### config.mk
export PLATFORM = sky130hd
export DESIGN_NAME = aes_sub_bytes_pipe
export DESIGN_NICKNAME = d
export VERILOG_FILES = /design/src/rtl/aes_pkg.sv /design/src/rtl/aes_sbox_dual.sv /design/src/rtl/aes_sub_bytes_pipe.sv
export SDC_FILE = /design/constraint.sdc
export NUM_CORES = 2
export LEC_CHECK = 0
export CORE_MARGIN = 4
export CORE_UTILIZATION = 30
export DETAILED_ROUTE_END_ITERATION = 10
export SLEW_MARGIN = 0
export SYNTH_ARGS = -nofsm -noshare
export SYNTH_HDL_FRONTEND = slang
export SYNTH_SLANG_ARGS = --single-unit
### constraint.sdc
create_clock -name clk -period 33.8 [get_ports clk]
set_clock_uncertainty 0.05 [all_clocks]
set_input_delay 5.07 -clock clk [delete_from_list [all_inputs] [get_ports clk]]
set_output_delay 5.07 -clock clk [all_outputs]
set_load 0.01 [all_outputs]
### src/rtl/aes_pkg.sv
// Shared AES byte-level maps: GF(2^8) arithmetic and the S-box affine maps.
// Key expansion, round logic and the SubBytes engine all use these functions,
// so they share one definition of the field and the affine transforms.
//   AES_AFFINE_C : additive constant of the forward affine map (0x63)
//   GF_POLY      : field modulus x^8+x^4+x^3+x+1
//   gf_mul8      : GF(2^8) multiply
//   gf_inv8      : GF(2^8) multiplicative inverse, inv(0) = 0
//   aff_fwd8     : linear part A of the forward affine map
//   aff_inv8     : linear part Ainv, the inverse of A
package aes_pkg;

    localparam logic [7:0] AES_AFFINE_C = 8'h63;
    localparam logic [8:0] GF_POLY      = 9'h11B;

    // Shift-and-add multiply, reducing by the modulus whenever bit 7 falls out.
    function automatic logic [7:0] gf_mul8(input logic [7:0] a, input logic [7:0] b);
        logic [7:0] acc;
        logic [7:0] sh;
        acc = '0;
        sh  = a;
        for (int i = 0; i < 8; i++) begin
            if (b[i]) acc = acc ^ sh;
            sh = sh[7] ? ({sh[6:0], 1'b0} ^ GF_POLY[7:0]) : {sh[6:0], 1'b0};
        end
        return acc;
    endfunction

    // x^-1 = x^254 in GF(2^8); this addition chain also maps 0 to 0.
    function automatic logic [7:0] gf_inv8(input logic [7:0] x);
        logic [7:0] x2, x3, x12, x15, t;
        x2  = gf_mul8(x, x);
        x3  = gf_mul8(x2, x);
        t   = gf_mul8(x3, x3);          // x^6
        x12 = gf_mul8(t, t);
        x15 = gf_mul8(x12, x3);
        t   = gf_mul8(x15, x15);        // x^30
        t   = gf_mul8(t, t);            // x^60
        t   = gf_mul8(t, t);            // x^120
        t   = gf_mul8(t, t);            // x^240
        t   = gf_mul8(t, x12);          // x^252
        return gf_mul8(t, x2);          // x^254
    endfunction

    // A(b) = b ^ rotl(b,1) ^ rotl(b,2) ^ rotl(b,3) ^ rotl(b,4)
    function automatic logic [7:0] aff_fwd8(input logic [7:0] b);
        return b ^ {b[6:0], b[7]} ^ {b[5:0], b[7:6]} ^ {b[4:0], b[7:5]} ^ {b[3:0], b[7:4]};
    endfunction

    // Ainv(b) = rotl(b,1) ^ rotl(b,3) ^ rotl(b,6)
    function automatic logic [7:0] aff_inv8(input logic [7:0] b);
        return {b[6:0], b[7]} ^ {b[4:0], b[7:5]} ^ {b[1:0], b[7:2]};
    endfunction

endpackage

### src/rtl/aes_sbox_dual.sv
// One-byte forward/inverse AES S-box, purely combinational, split at the
// GF inverse so a register can be placed between the two halves.
//   x_i       : input byte
//   inv_i     : 0 = forward S-box, 1 = inverse S-box (front half)
//   mid_o     : gf_inv8(pre-map(x_i)), pre-map = Ainv(x^0x63) if inverse, else x
//   mid_i     : mid-point value fed to the back half (mid_o or a registered copy)
//   mid_inv_i : mode bit belonging to mid_i
//   y_o       : back half: A(mid_i)^0x63 if forward, else mid_i unchanged
module aes_sbox_dual
    import aes_pkg::*;
(
    input  logic [7:0] x_i,
    input  logic       inv_i,
    output logic [7:0] mid_o,
    input  logic [7:0] mid_i,
    input  logic       mid_inv_i,
    output logic [7:0] y_o
);

    logic [7:0] pre;

    assign pre   = inv_i ? aff_inv8(x_i ^ AES_AFFINE_C) : x_i;
    assign mid_o = gf_inv8(pre);
    assign y_o   = mid_inv_i ? mid_i : (aff_fwd8(mid_i) ^ AES_AFFINE_C);

endmodule

### src/rtl/aes_sub_bytes_pipe.sv
// Pipelined SubBytes / InvSubBytes engine over NUM_BYTES bytes, with a
// per-word mode bit and valid/ready handshakes carrying full backpressure.
//   clk, rst            : clock (rising edge), synchronous active-high reset
//   in_valid/in_ready   : input handshake (in_ready is combinational)
//   in_inv, in_data     : mode bit and bytes of the input word (byte i = [8i+7:8i])
//   out_valid/out_ready : output handshake
//   out_inv, out_data   : mode bit and substituted bytes of the output word
//   busy                : some pipeline stage holds a valid word
// PIPE_STAGES = 1 registers the complete byte function; PIPE_STAGES = 2
// registers the GF-inverse mid-point first and the post-map second.
module aes_sub_bytes_pipe
    import aes_pkg::*;
#(
    parameter int NUM_BYTES   = 4,
    parameter int PIPE_STAGES = 1
) (
    input  logic                   clk,
    input  logic                   rst,
    input  logic                   in_valid,
    output logic                   in_ready,
    input  logic                   in_inv,
    input  logic [8*NUM_BYTES-1:0] in_data,
    output logic                   out_valid,
    input  logic                   out_ready,
    output logic                   out_inv,
    output logic [8*NUM_BYTES-1:0] out_data,
    output logic                   busy
);

    localparam int W = 8 * NUM_BYTES;

    if (NUM_BYTES < 1 || NUM_BYTES > 16) begin : g_bad_bytes
        $error("aes_sub_bytes_pipe: NUM_BYTES must be 1..16");
    end
    if (PIPE_STAGES != 1 && PIPE_STAGES != 2) begin : g_bad_stages
        $error("aes_sub_bytes_pipe: PIPE_STAGES must be 1 or 2");
    end

    logic [W-1:0] mid_c;
    logic [W-1:0] post_in;
    logic         post_inv;
    logic [W-1:0] y_c;

    for (genvar b = 0; b < NUM_BYTES; b++) begin : g_byte
        aes_sbox_dual u_sbox (
            .x_i       (in_data[8*b +: 8]),
            .inv_i     (in_inv),
            .mid_o     (mid_c[8*b +: 8]),
            .mid_i     (post_in[8*b +: 8]),
            .mid_inv_i (post_inv),
            .y_o       (y_c[8*b +: 8])
        );
    end

    if (PIPE_STAGES == 1) begin : g_one
        logic         vld_p0_q, vld_p0_d;
        logic         inv_p0_q;
        logic [W-1:0] data_p0_q;
        logic         rdy_p0;

        // Both halves of the S-box feed the single register directly.
        assign post_in  = mid_c;
        assign post_inv = in_inv;

        assign rdy_p0   = !vld_p0_q || out_ready;
        assign vld_p0_d = rdy_p0 ? in_valid : vld_p0_q;

        // Stage 0: full substitution
        always_ff @(posedge clk) begin
            if (rst) vld_p0_q <= 1'b0;
            else     vld_p0_q <= vld_p0_d;
        end

        always_ff @(posedge clk) begin
            if (rdy_p0 && in_valid) begin
                data_p0_q <= y_c;
                inv_p0_q  <= in_inv;
            end
        end

        assign in_ready  = rdy_p0;
        assign out_valid = vld_p0_q;
        assign out_inv   = inv_p0_q;
        assign out_data  = data_p0_q;
        assign busy      = vld_p0_q;
    end else begin : g_two
        logic         vld_p0_q, vld_p0_d;
        logic         vld_p1_q, vld_p1_d;
        logic         inv_p0_q, inv_p1_q;
        logic [W-1:0] mid_p0_q;
        logic [W-1:0] data_p1_q;
        logic         rdy_p0, rdy_p1;

        // The back half of the S-box works on the registered mid-point.
        assign post_in  = mid_p0_q;
        assign post_inv = inv_p0_q;

        // A stage can load when it is empty or its word is leaving this cycle.
        assign rdy_p1   = !vld_p1_q || out_ready;
        assign rdy_p0   = !vld_p0_q || rdy_p1;
        assign vld_p0_d = rdy_p0 ? in_valid : vld_p0_q;
        assign vld_p1_d = rdy_p1 ? vld_p0_q : vld_p1_q;

        always_ff @(posedge clk) begin
            if (rst) begin
                vld_p0_q <= 1'b0;
                vld_p1_q <= 1'b0;
            end else begin
                vld_p0_q <= vld_p0_d;
                vld_p1_q <= vld_p1_d;
            end
        end

        // Stage 0: pre-map and GF inverse
        always_ff @(posedge clk) begin
            if (rdy_p0 && in_valid) begin
                mid_p0_q <= mid_c;
                inv_p0_q <= in_inv;
            end
        end

        // Stage 1: post-map
        always_ff @(posedge clk) begin
            if (rdy_p1 && vld_p0_q) begin
                data_p1_q <= y_c;
                inv_p1_q  <= inv_p0_q;
            end
        end

        assign in_ready  = rdy_p0;
        assign out_valid = vld_p1_q;
        assign out_inv   = inv_p1_q;
        assign out_data  = data_p1_q;
        assign busy      = vld_p0_q || vld_p1_q;
    end

endmodule

==> reports/summary.txt <==
OUTCOME
----------------------------------------------------------------------------------------
Result of the run                                                           finished, final reports clean

TIMING
----------------------------------------------------------------------------------------
Hold slack                                                                      0.492 ns
Final-report max-slew violation count                                                  0
Fraction of the cycle the final worst path needs                                   86.1%
Final count of hold timing violations                                                  0
Max Clk Rate                                                                    34.4 MHz
Transition time of the tightest slew-check pin                                   1.26 ns
Post-layout minimum cycle time                                                  29.10 ns
Final setup fails                                                                      0
Normalized max-slew margin                                                         15.8%
Total negative slack                                                                0 ns
Unrepaired setup endpoints after global routing                                    false
Final worst slack                                                                4.70 ns

GLOBAL ROUTE
----------------------------------------------------------------------------------------
Grt ovf                                                                                0
Maximum number of pins on one net before global-route repair                          47
Wire length of the first global-routing pass                                   206000 um
Vias in the first global route                                                     37853
Initial antenna violation count                                                        5
GRT Overall Usage                                                                  15.4%

CRITICAL PATH
----------------------------------------------------------------------------------------
Sort of element at the start of the critical path                              input pin
Worst EP arrival                                                                29.13 ns
Worst path most repeated cell                                               sky130_fd_sc_hd__xnor2_1
Worst Setup EP                                                              out_data[23]$_DFFE_PP_
Slowest cell on the critical path                                           sky130_fd_sc_hd__xnor2_1
Highest net fanout along the worst path                                               46
Worst Path Required                                                             33.83 ns
Delay of the slowest critical-path stage                                         0.91 ns
Slack of the worst reg-to-reg path                                              32.14 ns
Critical register-to-register path startpoint                               busy$_SDFFE_PP0N_
Worst reg2reg endpoint                                                      out_data[23]$_DFFE_PP_
Kind of capture point of the worst setup path                                  flip-flop
Depth of the worst register-to-register path                                           3
Crit. Startpoint                                                                  in_inv
Type of the worst setup path                                                   in -> reg

YOSYS
----------------------------------------------------------------------------------------
Most frequently used flop master after synthesis                            sky130_fd_sc_hd__edfxtp_1
Ys Warns                                                                               0
Cells after synthesis                                                               5821
Cell area after synthesis                                                      45600 um2
Mean post-synth cell area                                                       7.84 um2
Fraction of synthesis flops using an asynchronous set or reset pin                    0%
Ranking of synthesized cells by area                                        sky130_fd_sc_hd__xnor2_1 (24%), sky130_fd_sc_hd__xnor3_1 (13%), sky130_fd_sc_hd__nor2_1 (6.9%)
Syn Nets                                                                            5886
Flop and latch count out of synthesis                                                 34
Share of Yosys cell area claimed by the top area cell type                         23.5%
Unique masters post-synth                                                            126
Biggest area consumer among synthesized cells                               sky130_fd_sc_hd__xnor2_1
Number of flops mapped to enable cells by yosys                                       33
Sequential area share after synthesis                                              2.22%

CLOCK NETWORK
----------------------------------------------------------------------------------------
Total number of clock tree sinks                                                      34
TritonCTS clock tree                                                                done
Clock insertion delay at the later pin of the skew report                        0.36 ns
CTS buffer count                                                                       5
Buffer type at the clock tree root                                          sky130_fd_sc_hd__clkbuf_16
H-tree lvl count                                                                       2
Clk pin slew, worst setup/hold paths                                             0.09 ns
Post-CTS setup buffer count                                                            0
Max Root-Sink Buffers                                                                  2
Hold Buf Count CTS                                                                     0
Number of gates resized after cts                                                      0

FINISH
----------------------------------------------------------------------------------------
Commonest cells after routing, fill and taps aside                          sky130_fd_sc_hd__xnor2_1 (1217), sky130_fd_sc_hd__nor2_1 (842), sky130_fd_sc_hd__nand2_1 (507)
Fraction of final layout cells with drive strength greater than 1                  7.80%
Filler cell count in the final layout                                              15970
Number of nets at the end of the flow                                               5720
Most common library cell in the layout ignoring fill and taps               sky130_fd_sc_hd__xnor2_1
Layout overhead on the synthesized area                                            5.73%

RUN
----------------------------------------------------------------------------------------
Max-capacitance violation count                                                        0

PLACED DESIGN
----------------------------------------------------------------------------------------
Hpwl dp                                                                         94000 um
Setup WS pre-CTS                                                                 4.52 ns
Number of port buffers                                                                72
Final weighted congestion of routability-driven global placement                   0.921

ROUTE
----------------------------------------------------------------------------------------
Number of DRC markers after the initial detailed-route iteration                    3145
Via count of the routed design                                                     40184
Total DRC errors in the routed layout                                                  0
Residual antenna-violating net count after detailed routing                            0
Final routed wirelength across all metal layers                                128000 um
Number of search-and-repair iterations in the first detailed-routing pass              6
Mean number of vias per cell                                                        5.24
Mean routed wirelength per cell                                                  16.7 um

FLOORPLAN
----------------------------------------------------------------------------------------
Top Ports                                                                             73
Die outline area                                                              158000 um2
Num rows                                                                             142
Initial cell density of the core                                                   30.3%
Std-Cell Core Area                                                            150000 um2
Die Ht                                                                            398 um
Width of the die                                                                  398 um

MIN PATH
----------------------------------------------------------------------------------------
Worst min path class                                                          reg -> reg
Startpoint of the most critical hold path                                   busy$_SDFFE_PP0N_
Worst hold path cell count                                                             2

[layout make-up]
cell class,instances,area (um2),area share [%]
clock inverter,1,5.00,0.0104
multi-input combinational,5300,42400,88.0
antenna,4,10.0,0.0208
inverter,117,439,0.910
tap,2016,2520,5.23
timing repair buffer,197,1660,3.44
sequential,34,1010,2.10
clock buffer,7,143,0.296
[kinds of logic after synthesis]
logic type / after synthesis / share of synthesized area, %
buffers and inverters: 487 / 4.90
flip-flops: 34 / 2.22
AO/OA/AOI/OAI: 1015 / 15.1
AND/OR/NAND/NOR: 1996 / 19.7
XOR/XNOR: 2037 / 51.9
multiplexers: 224 / 5.45
adder cells (fa/ha/maj): 28 / 0.768
[synth_stat cells, drive strengths merged, types with 11 or more instances]
library cell,count
nand3b,12
o32ai,13
clkbuf,178
nor3,145
o211ai,44
o22ai,42
inv,105
nand2,507
buf,192
a32oi,11
a211o,14
nand4,20
o31ai,21
o221ai,24
a311oi,17
clkinv,12
a21o,30
nand2b,48
mux2i,175
a221oi,36
nor3b,17
o211a,12
xor3,64
a31oi,36
or2,24
edfxtp,33
mux2,46
nor2b,52
nand3,132
or3,47
xnor2,1319
nor2,848
and3,29
a21oi,299
nor4,31
o21ai,189
a22oi,27
xor2,374
o21a,16
ha,28
xnor3,280
and2,47
a211oi,43
[layer usage]
metal | vias up | share of wire (%) | routed length (um) | GRT usage [%]
li1 | 19650 | - | - | -
met1 | 19253 | 47 | 59900 | 21.8
met2 | 1129 | 46 | 58400 | 25.3
met3 | 148 | 6.1 | 7810 | 1.95
met4 | 4 | 1.4 | 1830 | 2.81
met5 | - | 0.027 | 34 | 0
[sequential cells by signal (all words and copies together) (netlist names)]
| register | cells |
|---|---|
| busy | 1 |
| out_data | 32 |
| out_inv | 1 |
[critical path, delay by kind of cell]
family | cells | cell delay [ns]
buffers and inverters | 10 | 3.40
AOI/OAI and AO/OA | 5 | 1.52
muxes | 1 | 0.28
adders and majority gates | 5 | 2.18
and+or+nand+nor | 15 | 2.33
xor gates and xnor gates | 33 | 14.17
[how the worst min path moves through the flow]
stage / end / slack [ns]
floorplan: busy$_SDFFE_PP0N_ / 0.56
global placement: busy$_SDFFE_PP0N_ / 0.48
detailed placement: busy$_SDFFE_PP0N_ / 0.48
CTS: busy$_SDFFE_PP0N_ / 0.50
global route: busy$_SDFFE_PP0N_ / 0.52
finish: busy$_SDFFE_PP0N_ / 0.49
[metrics by stage]
step	std cells	util, %	instance area, um2
floorplan	5821	-	45600
global placement	7664	31.9	48100
detailed placement	7664	31.9	48100
CTS	7672	32.0	48200
global route	7672	32.0	48200
finish	7676	32.1	48200
Power is not shown: default switching activity piles up to over one toggle a cycle in this logic, so the estimate is an artifact.
